`src/rtl/fp_align_adder.sv`:
```
// Front half of the single-precision FP adder: unpack, swap, align the smaller
// significand one bit per cycle, then add/subtract the 24-bit significands.
module fp_align_adder #(
  parameter int MAX_SHIFT = 24
) (
  input  logic        clk,
  input  logic        rst,
  input  logic [31:0] a,
  input  logic [31:0] b,
  input  logic        in_valid,
  output logic        in_ready,
  output logic [23:0] sum_mant,
  output logic        sum_carry,
  output logic        result_sign,
  output logic [7:0]  result_exp,
  output logic        out_valid,
  input  logic        out_ready
);

  localparam int CNT_W = $clog2(MAX_SHIFT + 1);

  typedef enum logic [1:0] {IDLE, ALIGN, ADD, DONE} state_t;

  state_t state, state_nxt;

  logic             sign_l_p0, sign_s_p0;
  logic [7:0]       exp_l_p0;
  logic [23:0]      sig_l_p0, sig_s_p0;
  logic [CNT_W-1:0] cnt_p0;

  logic [7:0]  exp_a, exp_b;
  logic [23:0] sig_a, sig_b;
  logic        a_is_l;
  logic [24:0] add_res;

  // Exponent differences at or beyond MAX_SHIFT would shift the whole
  // significand out, so the counter saturates there.
  function automatic logic [CNT_W-1:0] sat_shift(input logic [7:0] diff);
    if (32'(diff) >= MAX_SHIFT) return CNT_W'(MAX_SHIFT);
    else                        return CNT_W'(diff);
  endfunction

  // Effective subtraction never goes negative because L >= S by construction.
  function automatic logic [24:0] sig_addsub(input logic [23:0] sig_l,
                                             input logic [23:0] sig_s,
                                             input logic        sub);
    if (sub) return {1'b0, sig_l - sig_s};
    else     return {1'b0, sig_l} + {1'b0, sig_s};
  endfunction

  // Stage p0 input: unpack with zero/denormal flush-to-zero
  always_comb begin
    exp_a  = a[30:23];
    exp_b  = b[30:23];
    sig_a  = (exp_a != 8'd0) ? {1'b1, a[22:0]} : 24'd0;
    sig_b  = (exp_b != 8'd0) ? {1'b1, b[22:0]} : 24'd0;
    a_is_l = ({exp_a, sig_a} >= {exp_b, sig_b});
    add_res = sig_addsub(sig_l_p0, sig_s_p0, sign_l_p0 != sign_s_p0);
  end

  always_ff @(posedge clk or posedge rst) begin
    if (rst) state <= IDLE;
    else     state <= state_nxt;
  end

  always_comb begin
    state_nxt = state;
    case (state)
      IDLE:    if (in_valid)       state_nxt = ALIGN;
      ALIGN:   if (cnt_p0 == '0)   state_nxt = ADD;
      ADD:                         state_nxt = DONE;
      DONE:    if (out_ready)      state_nxt = IDLE;
      default:                     state_nxt = IDLE;
    endcase
  end

  assign in_ready  = (state == IDLE);
  assign out_valid = (state == DONE);

  always_ff @(posedge clk or posedge rst) begin
    if (rst) begin
      sign_l_p0   <= 1'b0;
      sign_s_p0   <= 1'b0;
      exp_l_p0    <= 8'd0;
      sig_l_p0    <= 24'd0;
      sig_s_p0    <= 24'd0;
      cnt_p0      <= '0;
      sum_mant    <= 24'd0;
      sum_carry   <= 1'b0;
      result_sign <= 1'b0;
      result_exp  <= 8'd0;
    end else begin
      case (state)
        IDLE: begin
          if (in_valid) begin
            if (a_is_l) begin
              sign_l_p0 <= a[31];
              sign_s_p0 <= b[31];
              exp_l_p0  <= exp_a;
              sig_l_p0  <= sig_a;
              sig_s_p0  <= sig_b;
              cnt_p0    <= sat_shift(exp_a - exp_b);
            end else begin
              sign_l_p0 <= b[31];
              sign_s_p0 <= a[31];
              exp_l_p0  <= exp_b;
              sig_l_p0  <= sig_b;
              sig_s_p0  <= sig_a;
              cnt_p0    <= sat_shift(exp_b - exp_a);
            end
          end
        end
        // Stage p1: truncating one-bit-per-cycle alignment shift
        ALIGN: begin
          if (cnt_p0 != '0) begin
            sig_s_p0 <= sig_s_p0 >> 1;
            cnt_p0   <= cnt_p0 - 1'b1;
          end
        end
        // Stage p2: significand add/sub into the held output registers
        ADD: begin
          sum_mant    <= add_res[23:0];
          sum_carry   <= add_res[24];
          result_exp  <= exp_l_p0;
          result_sign <= (sign_l_p0 != sign_s_p0 && add_res == 25'd0) ? 1'b0 : sign_l_p0;
        end
        default: ;
      endcase
    end
  end

endmodule

```
`config.mk`:
```
export PLATFORM = sky130hd
export DESIGN_NAME = fp_align_adder
export DESIGN_NICKNAME = d
export VERILOG_FILES = /design/src/rtl/fp_align_adder.sv
export SDC_FILE = /design/constraint.sdc
export NUM_CORES = 1
export LEC_CHECK = 0
export CAP_MARGIN = 40
export CORE_UTILIZATION = 63
export DETAILED_ROUTE_END_ITERATION = 10
export GPL_ROUTABILITY_DRIVEN = 0
export PLACE_DENSITY_LB_ADDON = 0.25
export SLEW_MARGIN = 20
export SYNTH_ARGS = -nofsm -noshare
export SYNTH_HDL_FRONTEND = slang
export SYNTH_SLANG_ARGS = --single-unit
export TNS_END_PERCENT = 20
```
`constraint.sdc`:
```
create_clock -name clk -period 7.13 [get_ports clk]
set_input_delay 0.713 -clock clk [delete_from_list [all_inputs] [get_ports clk]]
set_output_delay 0.713 -clock clk [all_outputs]
set_load 0.02 [all_outputs]
```
==> results of run 1 <==
-- layout make-up --
cell class	instances	area (um2)	share of cell area, %
multi-input combinational	926	5920	56.5
sequential	99	2480	23.6
timing repair buffer	117	1210	11.5
inverter	91	344	3.28
clock buffer	11	253	2.41
tap	180	225	2.15
clock inverter	5	57.6	0.549
-- per-layer routing --
layer  wire (um)  part of all wire (%)  GRT usage (%)
met5           0                     0              0
met4         365                   1.6           10.3
met3        1910                   8.3           5.12
met2        9600                    42           45.9
met1       11200                    49           50.0
-- placed cells by master, fill, tap and decap left out, types with 5 or more instances in the layout --
cell and n:
nor3_1 28, o21ai_0 115, clkdlybuf4s50_1 103, nand2_1 187, xor2_1 8, or2_2 6
inv_1 89, mux2_2 19, mux2i_1 6, nor2b_1 12, or3_1 7, nor2_1 91
nand3_1 20, xnor2_1 14, o211ai_1 7, buf_4 8, nand4_1 14, o21a_1 11
a31oi_1 31, a21o_1 25, o311a_1 5, a2111oi_0 6, a21oi_1 100, a221oi_1 7
o31ai_1 7, clkbuf_16 9, nand2b_1 15, ha_1 91, nor4_1 11, dfrtp_1 99
a211oi_1 6
-- worst max-delay path by stage --
stage / startpoint / end / slack (ns) / cells after the start
2_1_floorplan: b[23] / sig_l_p0[3] / 3.22 / 16
6_report: a[23] / sig_s_p0[22] / 2.20 / 18
5_1_grt: a[23] / sig_s_p0[22] / 1.93 / 18
3_5_place_dp: a[23] / sig_s_p0[22] / 1.54 / 17
4_1_cts: a[23] / sig_s_p0[22] / 1.84 / 17
3_3_place_gp: a[23] / sig_s_p0[22] / 1.56 / 17
-- through the flow --
| stage | utilization [%] | hold slack (ns) | power [mW] | cells |
|---|---|---|---|---|
| detailed placement | 73.2 | 0.465 | 4.54 | 1412 |
| global placement | 72.6 | 0.462 | 4.40 | 1408 |
| CTS | 75.5 | 0.480 | 5.09 | 1428 |
| floorplan | - | 0.444 | 3.64 | 1185 |
| finish | 75.6 | 0.480 | 5.16 | 1429 |
| global route | 75.6 | 0.503 | 5.59 | 1429 |
-- power by group --
part	switching (mW)	internal (mW)
logic	2.15	1.43
registers	0.213	0.842
clock network	0.229	0.293
total	2.59	2.56
-- cell families after synthesis --
family,synth area share [%]
xor gates and xnor gates,2.34
and+or+nand+nor,20.8
adders and majority gates,13.7
DFF,27.5
AOI/OAI and AO/OA,25.5
muxes,3.05
buffers and inverters,7.05
-- state kept, by name, indices dropped and copies added (netlist names) --
signal       flops
exp_l_p0         8
sum_mant        24
cnt_p0           5
sign_l_p0        1
state            2
result_sign      1
sig_s_p0        24
sig_l_p0        24
sum_carry        1
result_exp       8
sign_s_p0        1
-- worst max-delay path: stages --
cell and delay (ns):
clkdlybuf4s50_1 0.45, nor4_1 0.47, nand2_1 0.19, buf_8 0.20, nand2_1 0.10, inv_1 0.06
ha_1 0.31, a21o_1 0.16, a21o_1 0.16, a2111oi_0 0.46, o21a_1 0.21, nor3_1 0.08
a211oi_4 0.67, buf_4 0.36, nor2_1 0.07, a211o_1 0.28, o21ai_0 0.09, o21ai_0 0.11
==> reports/results.txt, run 1 <==
ANT cells: 0
Initial Utilization: 64.8%
Min-Delay Path Class: reg -> reg
EDFF count, synth: 0
Synth top area cells: dfrtp_1, ha_1, nand2_1
Largest net degree at the start of global routing: 80
CP Capture Type: flop
Pwr Density: 492 nW/um2
Mapped cell area: 9000 um2
Setup Fix Bufs, Post-CTS: 0
Clock latency on the worst-skew pair: 0.36 ns
Antenna-violating nets left: 0
Status: completed
RSZ-0062 raised after global routing: false
Std cell rows: 43
R2r startpoint: sig_l_p0[0]
Required @ worst endpoint: 7.35 ns
Syn Inst Count: 1,185
First-pass GRT wire length: 38,200 um
Post-synth top area cell: dfrtp_1
Dpl ws: 1.54 ns
Worst-path maximum fanout: 26
Hpwl dp: 17,600 um
Placed cell area: 10,200 um2
Synthesized netlist net count: 1,349
GRT Overall Usage: 32.5%
Arr. time, crit path: 5.15 ns
Final TNS setup: 0 ns
Final Hold Viols: 0
DR pass1 iterations: 7
Fin crit share: 69.1%
Asr flop ratio synth: 100%
Core area: 13,900 um2
Yosys top cell area share: 27.5%
Ys flop type: dfrtp_1
Chip width: 121 um
Total CTS buffers: 9
Total global routing overflow: 0
Area Overhead vs Synth: 16.6%
Wirelength per Cell: 16.1 um
Yosys reg bits: 99
Buffers added on ports: 103
Initial antenna violation count: 0
Via count: 8,785
Tmin final: 4.93 ns
Ys Warns: 0
Clock Pin Slew Worst Setup and Hold Paths: 0.07 ns
Post-synthesis sequential area ratio: 27.5%
Worst setup margin: 2.20 ns
Clock Tree Buf Depth: 2
Worst Reg-to-Reg Cells: 14
Layout Nets: 1,408
Relative slew slack: 49.6%
H-tree levels: 3
Share of layout cells above drive strength 1: 6.16%
Leak pwr: 4.96 nW
Post-route design area: 10,500 um2
Total wire length: 23,100 um
Post_cts resized: 0
Hold Path Cell Cnt: 2
Critical Path Source Type: input pin
Reg2reg setup slack: 3.35 ns
CTS Sinks: 99
Hold Path Sink: exp_l_p0[6]
CTS tree: built
Most common cell in the netlist: nand2_1
DRC viols: 0
Post-CTS Hold Fix Bufs: 0
Slew of the pin with the lowest slew margin: 0.754 ns
Mean Syn Cell Area: 7.59 um2
Max-Cap Viols: 0
Setup violators final: 0
Initial detailed-routing violation count: 863
CTS Root Cell: clkbuf_16
Netlist cell types: 77
Slew Viols, Final: 0
Die H: 121 um
Worst vdd ir: 0.222 mV
Max Fclk: 0.203 GHz
HP Start: exp_l_p0[6]
Setup Skew: 0.00680 ns
FF-to-FF End: result_sign
Vias per inst: 6.15
Critical Setup Path Class: in -> reg
Post-synth top cells: nand2_1, o21ai_0, a21oi_1
Fillers: 1,044
Vias in the first global route: 7,872
Top Ports: 104
Die ar.: 14,800 um2
Note: power is estimated with default switching activity, not from simulation.
==> run 2, diff against run 1 <==
--- a/config.mk
+++ b/config.mk
@@ -6,7 +6,7 @@
 export NUM_CORES = 1
 export LEC_CHECK = 0
 export CAP_MARGIN = 40
-export CORE_UTILIZATION = 63
+export CORE_UTILIZATION = 52
 export DETAILED_ROUTE_END_ITERATION = 10
 export GPL_ROUTABILITY_DRIVEN = 0
 export PLACE_DENSITY_LB_ADDON = 0.25
==> constraint.sdc (replaced) <==
create_clock -name clk -period 4 [get_ports clk]
set_input_delay 0.4 -clock clk [delete_from_list [all_inputs] [get_ports clk]]
set_output_delay 0.4 -clock clk [all_outputs]
set_load 0.02 [all_outputs]
==> run 2 against run 1 <==
Against the previous run:
- utilization fell by 9.0 points
- via count rose by 2.2%
- first-iteration DRC count rose by 15%
- worst setup slack got worse by 2.1 ns
- cell count rose by 7.8%
- critical endpoint is now sig_l_p0[19]
- largest power group unchanged
- highest routed layer unchanged
==> reports/results.txt, run 2 (synthesized netlist as in run 1, its figures left out) <==
Status: completed
First-pass GRT wire length: 40,200 um
Max Fclk: 0.257 GHz
Total global routing overflow: 0
Wirelength per Cell: 15.8 um
Slew of the pin with the lowest slew margin: 0.796 ns
Global Route met2 Usage: 39.2%
Total wire length: 24,300 um
Worst Reg-to-Reg Cells: 14
Worst vdd ir: 0.387 mV
Slew Viols, Final: 0
Area of the multi-input gates: 5980 um2
Hold Path Sink: exp_l_p0[3]
Clock Tree Buf Depth: 2
Initial Utilization: 53.7%
Antenna-violating nets left: 0
Die ar.: 17,800 um2
Dpl ws: -0.354 ns
Top flop regs: sig_l_p0 x24, sig_s_p0 x24, sum_mant x24
CP Cell Sequence: clkdlybuf4s50_1 -> nor4_4 -> buf_4 -> nand2_1 -> buf_4 -> buf_4 -> nand2_1 -> ha_1 -> o21ai_0 -> nand2b_1 -> a21oi_1 -> nor3_1 -> a21o_1 -> a211oi_4 -> buf_4 -> buf_4 -> nor2_1 -> a31oi_1 -> o21ai_0
Reg2reg setup slack: 0.31 ns
Design Power: 9.31 mW
Critical Path Source Type: input pin
Top Ports: 104
R2r startpoint: sig_l_p0[0]
M1 GR Usage: 43.5%
Via count: 8,977
Clock Pin Slew Worst Setup and Hold Paths: 0.07 ns
Crit path from: b[23]
Final Hold Viols: 0
Share of layout cells above drive strength 1: 11.7%
Most frequent cells in the layout: nand2_1, o21ai_0, clkdlybuf4s50_1
Post-layout util: 66.6%
H-tree levels: 3
Tmin final: 3.89 ns
Chip width: 134 um
Hpwl dp: 18,600 um
Slowest stage cell, crit path: clkdlybuf4s50_1
Pwr Density: 834 nW/um2
CTS Root Cell: clkbuf_16
Max stage delay on crit path: 0.47 ns
Total CTS buffers: 9
Fillers: 1,488
Setup Skew: 0.0131 ns
Min-Delay Path Class: reg -> reg
DRC viols: 0
Buffers added on ports: 103
Required @ worst endpoint: 4.20 ns
Met3 capacity usage during global routing: 4.34%
CTS Sinks: 99
DR pass1 iterations: 5
FF-to-FF End: result_sign
Worst-path maximum fanout: 19
Fin crit share: 97.4%
Leak pwr: 5.33 nW
Core area: 16,800 um2
Gr busiest metal: met1
Area Overhead vs Synth: 24.1%
Relative slew slack: 46.7%
Clock latency on the worst-skew pair: 0.36 ns
Initial detailed-routing violation count: 992
Hold Path Cell Cnt: 2
Worst setup margin: 0.105 ns
Critical path's most frequent cell: buf_4
Post-CTS Hold Fix Bufs: 0
FF+latch area: 2480 um2
Largest net degree at the start of global routing: 56
Setup violators final: 0
Layout Nets: 1,480
GRT Overall Usage: 27.8%
Most common cell after layout, fill and taps aside: nand2_1
Arr. time, crit path: 4.10 ns
Die H: 134 um
Final TNS setup: 0 ns
Vias per inst: 5.83
CTS tree: built
ANT cells: 0
CP Capture Type: flop
Initial antenna violation count: 0
Critical Setup Path Class: in -> reg
HP Start: exp_l_p0[3]
RSZ-0062 raised after global routing: true
Std cell rows: 47
Max-Cap Viols: 0
Vias in the first global route: 8,143
## run 2: cell count changes in the layout (fill, tap and decap cells not counted), moves of 3 or more
cell and delta:
buf_4 +70, o21ai_0 -4, a2111oi_0 -3, nor4_1 -3, o21ai_1 +4
## run 2: through the flow
stage                     std cells  hold WS (ns)  cell area (um2)
after floorplan                1185         0.444             9000
after global placement         1519         0.457            10700
after detailed placement       1521         0.472            10700
after CTS                      1537         0.487            11000
after global routing           1541         0.506            11200
final                          1541         0.481            11200
## run 2: how the worst max path moves through the flow
stage                     cells after the start           end  slack, ns
final                                        19  sig_l_p0[19]       0.11
after global routing                         20     cnt_p0[4]      -0.04
after CTS                                    17   sig_s_p0[5]       0.10
after detailed placement                     19   sig_s_p0[5]      -0.35
after global placement                       19   sig_l_p0[3]      -0.29
after floorplan                              16   sig_l_p0[3]       0.41
## run 2: power by group
part | internal [mW] | total [mW] | switching (mW)
Combinational | 2.67 | 6.52 | 3.85
Sequential | 1.50 | 1.90 | 0.394
Clock | 0.503 | 0.893 | 0.390
Total | 4.67 | 9.31 | 4.64
## run 2: cell type report
class / count / area share, %
Clock buffer: 12 / 2.21
Clock inverter: 4 / 0.437
Inverter: 91 / 3.08
Multi-Input combinational cell: 926 / 53.6
Sequential cell: 99 / 22.2
Tap cell: 220 / 2.47
Timing Repair Buffer: 189 / 16.0
## run 2: critical path: cells and delay by family
kind | cells | cell delay [ns]
compound gates | 6 | 1.29
buf+inv | 6 | 1.37
simple gates | 6 | 0.78
fa+ha+maj | 1 | 0.24
## run 2: timing repair
| item | in CTS | in global routing |
|---|---|---|
| pin swaps | 0 | 6 |
| setup buffers | 0 | 3 |
| gates resized for setup | 1 | 18 |
| setup endpoints to repair | 3 | 63 |
| gates cloned | 0 | 1 |
## run 2: per-layer routing
layer	wire length, um	part of all wire, %	vias to the layer above
met3	1810	7.5	36
met4	338	1.4	0
met1	12100	50	4117
met5	0	0	-
met2	10000	41	386
li1	-	-	4438
==> run 3, diff against run 2 <==
--- a/config.mk
+++ b/config.mk
@@ -5,12 +5,11 @@
 export SDC_FILE = /design/constraint.sdc
 export NUM_CORES = 1
 export LEC_CHECK = 0
-export CAP_MARGIN = 40
+export CAP_MARGIN = 5
 export CORE_UTILIZATION = 52
 export DETAILED_ROUTE_END_ITERATION = 10
 export GPL_ROUTABILITY_DRIVEN = 0
 export PLACE_DENSITY_LB_ADDON = 0.25
-export SLEW_MARGIN = 20
 export SYNTH_ARGS = -nofsm -noshare
 export SYNTH_HDL_FRONTEND = slang
 export SYNTH_SLANG_ARGS = --single-unit
==> run 3 against run 2 <==
Against the previous run:
- via count up 0.21%
- wire length up 0.45%
- utilization down 0.37 points
- first-iteration DRC count up 15%
- register-to-register slack about the same
- critical endpoint is now cnt_p0[4]
- sequential power about the same
- hold slack worse by 0.00093 ns
- highest routed layer unchanged
- die area unchanged
- critical path depth up 1
==> reports/results.txt, run 3 (synthesized netlist as in run 1, its figures left out) <==
Wirelength per Cell: 15.9 um
Vias in the first global route: 8,116
Critical Path Source Type: input pin
Top flop regs: sig_l_p0 x24, sig_s_p0 x24, sum_mant x24
Pwr Density: 838 nW/um2
Most common cell after layout, fill and taps aside: nand2_1
Vias per inst: 5.85
R2r startpoint: sig_l_p0[0]
Share of layout cells above drive strength 1: 11.4%
Sequential group share of total power: 20.4%
CTS tree: built
Hpwl dp: 18,500 um
Via count: 8,996
Clock latency on the worst-skew pair: 0.36 ns
Final TNS setup: 0 ns
Chip width: 134 um
Post-Place Cells: 1,519
Relative slew slack: 25.2%
Max-Cap Viols: 0
Status: completed
Std cell rows: 47
Fin crit share: 96.1%
Antenna-violating nets left: 0
Worst-path maximum fanout: 14
Core area: 16,800 um2
Switching Fraction: 49.8%
Most frequent cells in the layout: nand2_1, o21ai_0, clkdlybuf4s50_1
Total global routing overflow: 0
Met3 capacity usage during global routing: 4.22%
Total CTS buffers: 9
Buffers added on ports: 103
Die H: 134 um
Pint: 4.67 mW
Layout Nets: 1,476
GRT Overall Usage: 27.8%
Gr busiest metal: met1
Largest net degree at the start of global routing: 56
Initial antenna violation count: 0
DR pass1 iterations: 7
Clock Pin Slew Worst Setup and Hold Paths: 0.07 ns
Logic pwr share: 69.4%
H-tree levels: 3
Initial Utilization: 53.7%
Area of the multi-input gates: 5970 um2
Clock network fraction of total power: 10.2%
ANT cells: 0
Total wire length: 24,400 um
Required @ worst endpoint: 4.29 ns
CP Capture Type: flop
Post-Layout Cell Count: 1,537
Slew Viols, Final: 0
FF+latch area: 2480 um2
Clock Tree Buf Depth: 2
Tmin final: 3.84 ns
Design Power: 9.30 mW
Leak pwr: 5.30 nW
Initial detailed-routing violation count: 1,140
Area Overhead vs Synth: 23.4%
Critical Setup Path Class: in -> reg
Arr. time, crit path: 4.13 ns
Setup violators final: 0
Top Ports: 104
Final Hold Viols: 0
CTS Root Cell: clkbuf_16
DRC viols: 0
Global Route met2 Usage: 38.9%
Slew of the pin with the lowest slew margin: 1.12 ns
M1 GR Usage: 44.0%
Max Fclk: 0.260 GHz
Min-Delay Path Class: reg -> reg
HP Start: exp_l_p0[3]
Worst vdd ir: 0.430 mV
Die ar.: 17,800 um2
Setup Skew: 0.00931 ns
First-pass GRT wire length: 40,200 um
Fillers: 1,464
Psw: 4.63 mW
Crit path from: a[27]
CTS Sinks: 99
## run 3: stage by stage
stage	setup WS (ns)	util, %	instance area [um2]	hold WS [ns]
5_1_grt	-0.0840	66.2	11100	0.506
3_3_place_gp	-0.293	63.8	10700	0.457
4_1_cts	0.101	65.7	11000	0.486
2_1_floorplan	0.407	-	9000	0.444
6_report	0.156	66.2	11100	0.481
3_5_place_dp	-0.362	63.8	10700	0.467
## run 3: area by class of cell
cell class / count / share of cell area [%]
clock buffers: 13 / 2.53
well taps: 220 / 2.48
clock inverters: 3 / 0.395
inverters: 91 / 3.10
repair buffers: 185 / 15.4
multi-input cells: 926 / 53.8
flip-flops and latches: 99 / 22.3
## run 3: final timing paths
kind / cells after the start / to / slack, ns
max: 20 / cnt_p0[4] / 0.16
min: 2 / exp_l_p0[3] / 0.48
max reg2reg: 14 / result_sign / 0.30
min reg2reg: 2 / exp_l_p0[3] / 0.48
max in group asynchronous: 3 / sum_mant[23] / 2.67
min in group asynchronous: 2 / sign_l_p0 / 0.50
## run 3: power by group through the flow
stage / registers (mW) / logic (mW) / clock network, mW
CTS: 1.89 / 6.31 / 0.958
global route: 1.96 / 7.13 / 1.00
floorplan: 1.99 / 4.49 / 0
global placement: 1.88 / 6.13 / 0
finish: 1.90 / 6.45 / 0.951
detailed placement: 1.91 / 6.26 / 0
## run 3: per-layer routing
layer,vias to the layer above,part of all wire (%)
met2,423,41
met3,31,7.3
met1,4120,50
li1,4422,-
met4,0,1.4
met5,-,0
## run 3: critical path, cell delays in order
cell             delay, ns
clkdlybuf4s50_1       0.43
nor4_2                0.30
buf_4                 0.15
nand2_1               0.04
buf_4                 0.16
buf_12                0.14
nand2_1               0.10
inv_1                 0.08
ha_1                  0.32
a21o_1                0.16
a21o_1                0.17
a21oi_1               0.19
o21ai_0               0.14
a21o_1                0.23
a211oi_4              0.33
nor3_1                0.10
buf_4                 0.17
a221oi_1              0.31
a21oi_1               0.09
o21ai_1               0.13
## run 3: repair_timing
| action | 4_1_cts | 5_1_grt |
|---|---|---|
| endpoints found under the setup margin | 4 | 60 |
| hold endpoints to repair | 0 | 0 |
| resized for setup | 1 | 12 |
| cloned | 0 | 1 |
| buffers inserted | 0 | 1 |
| pin swaps | 0 | 2 |
| hold buffers | 0 | 0 |
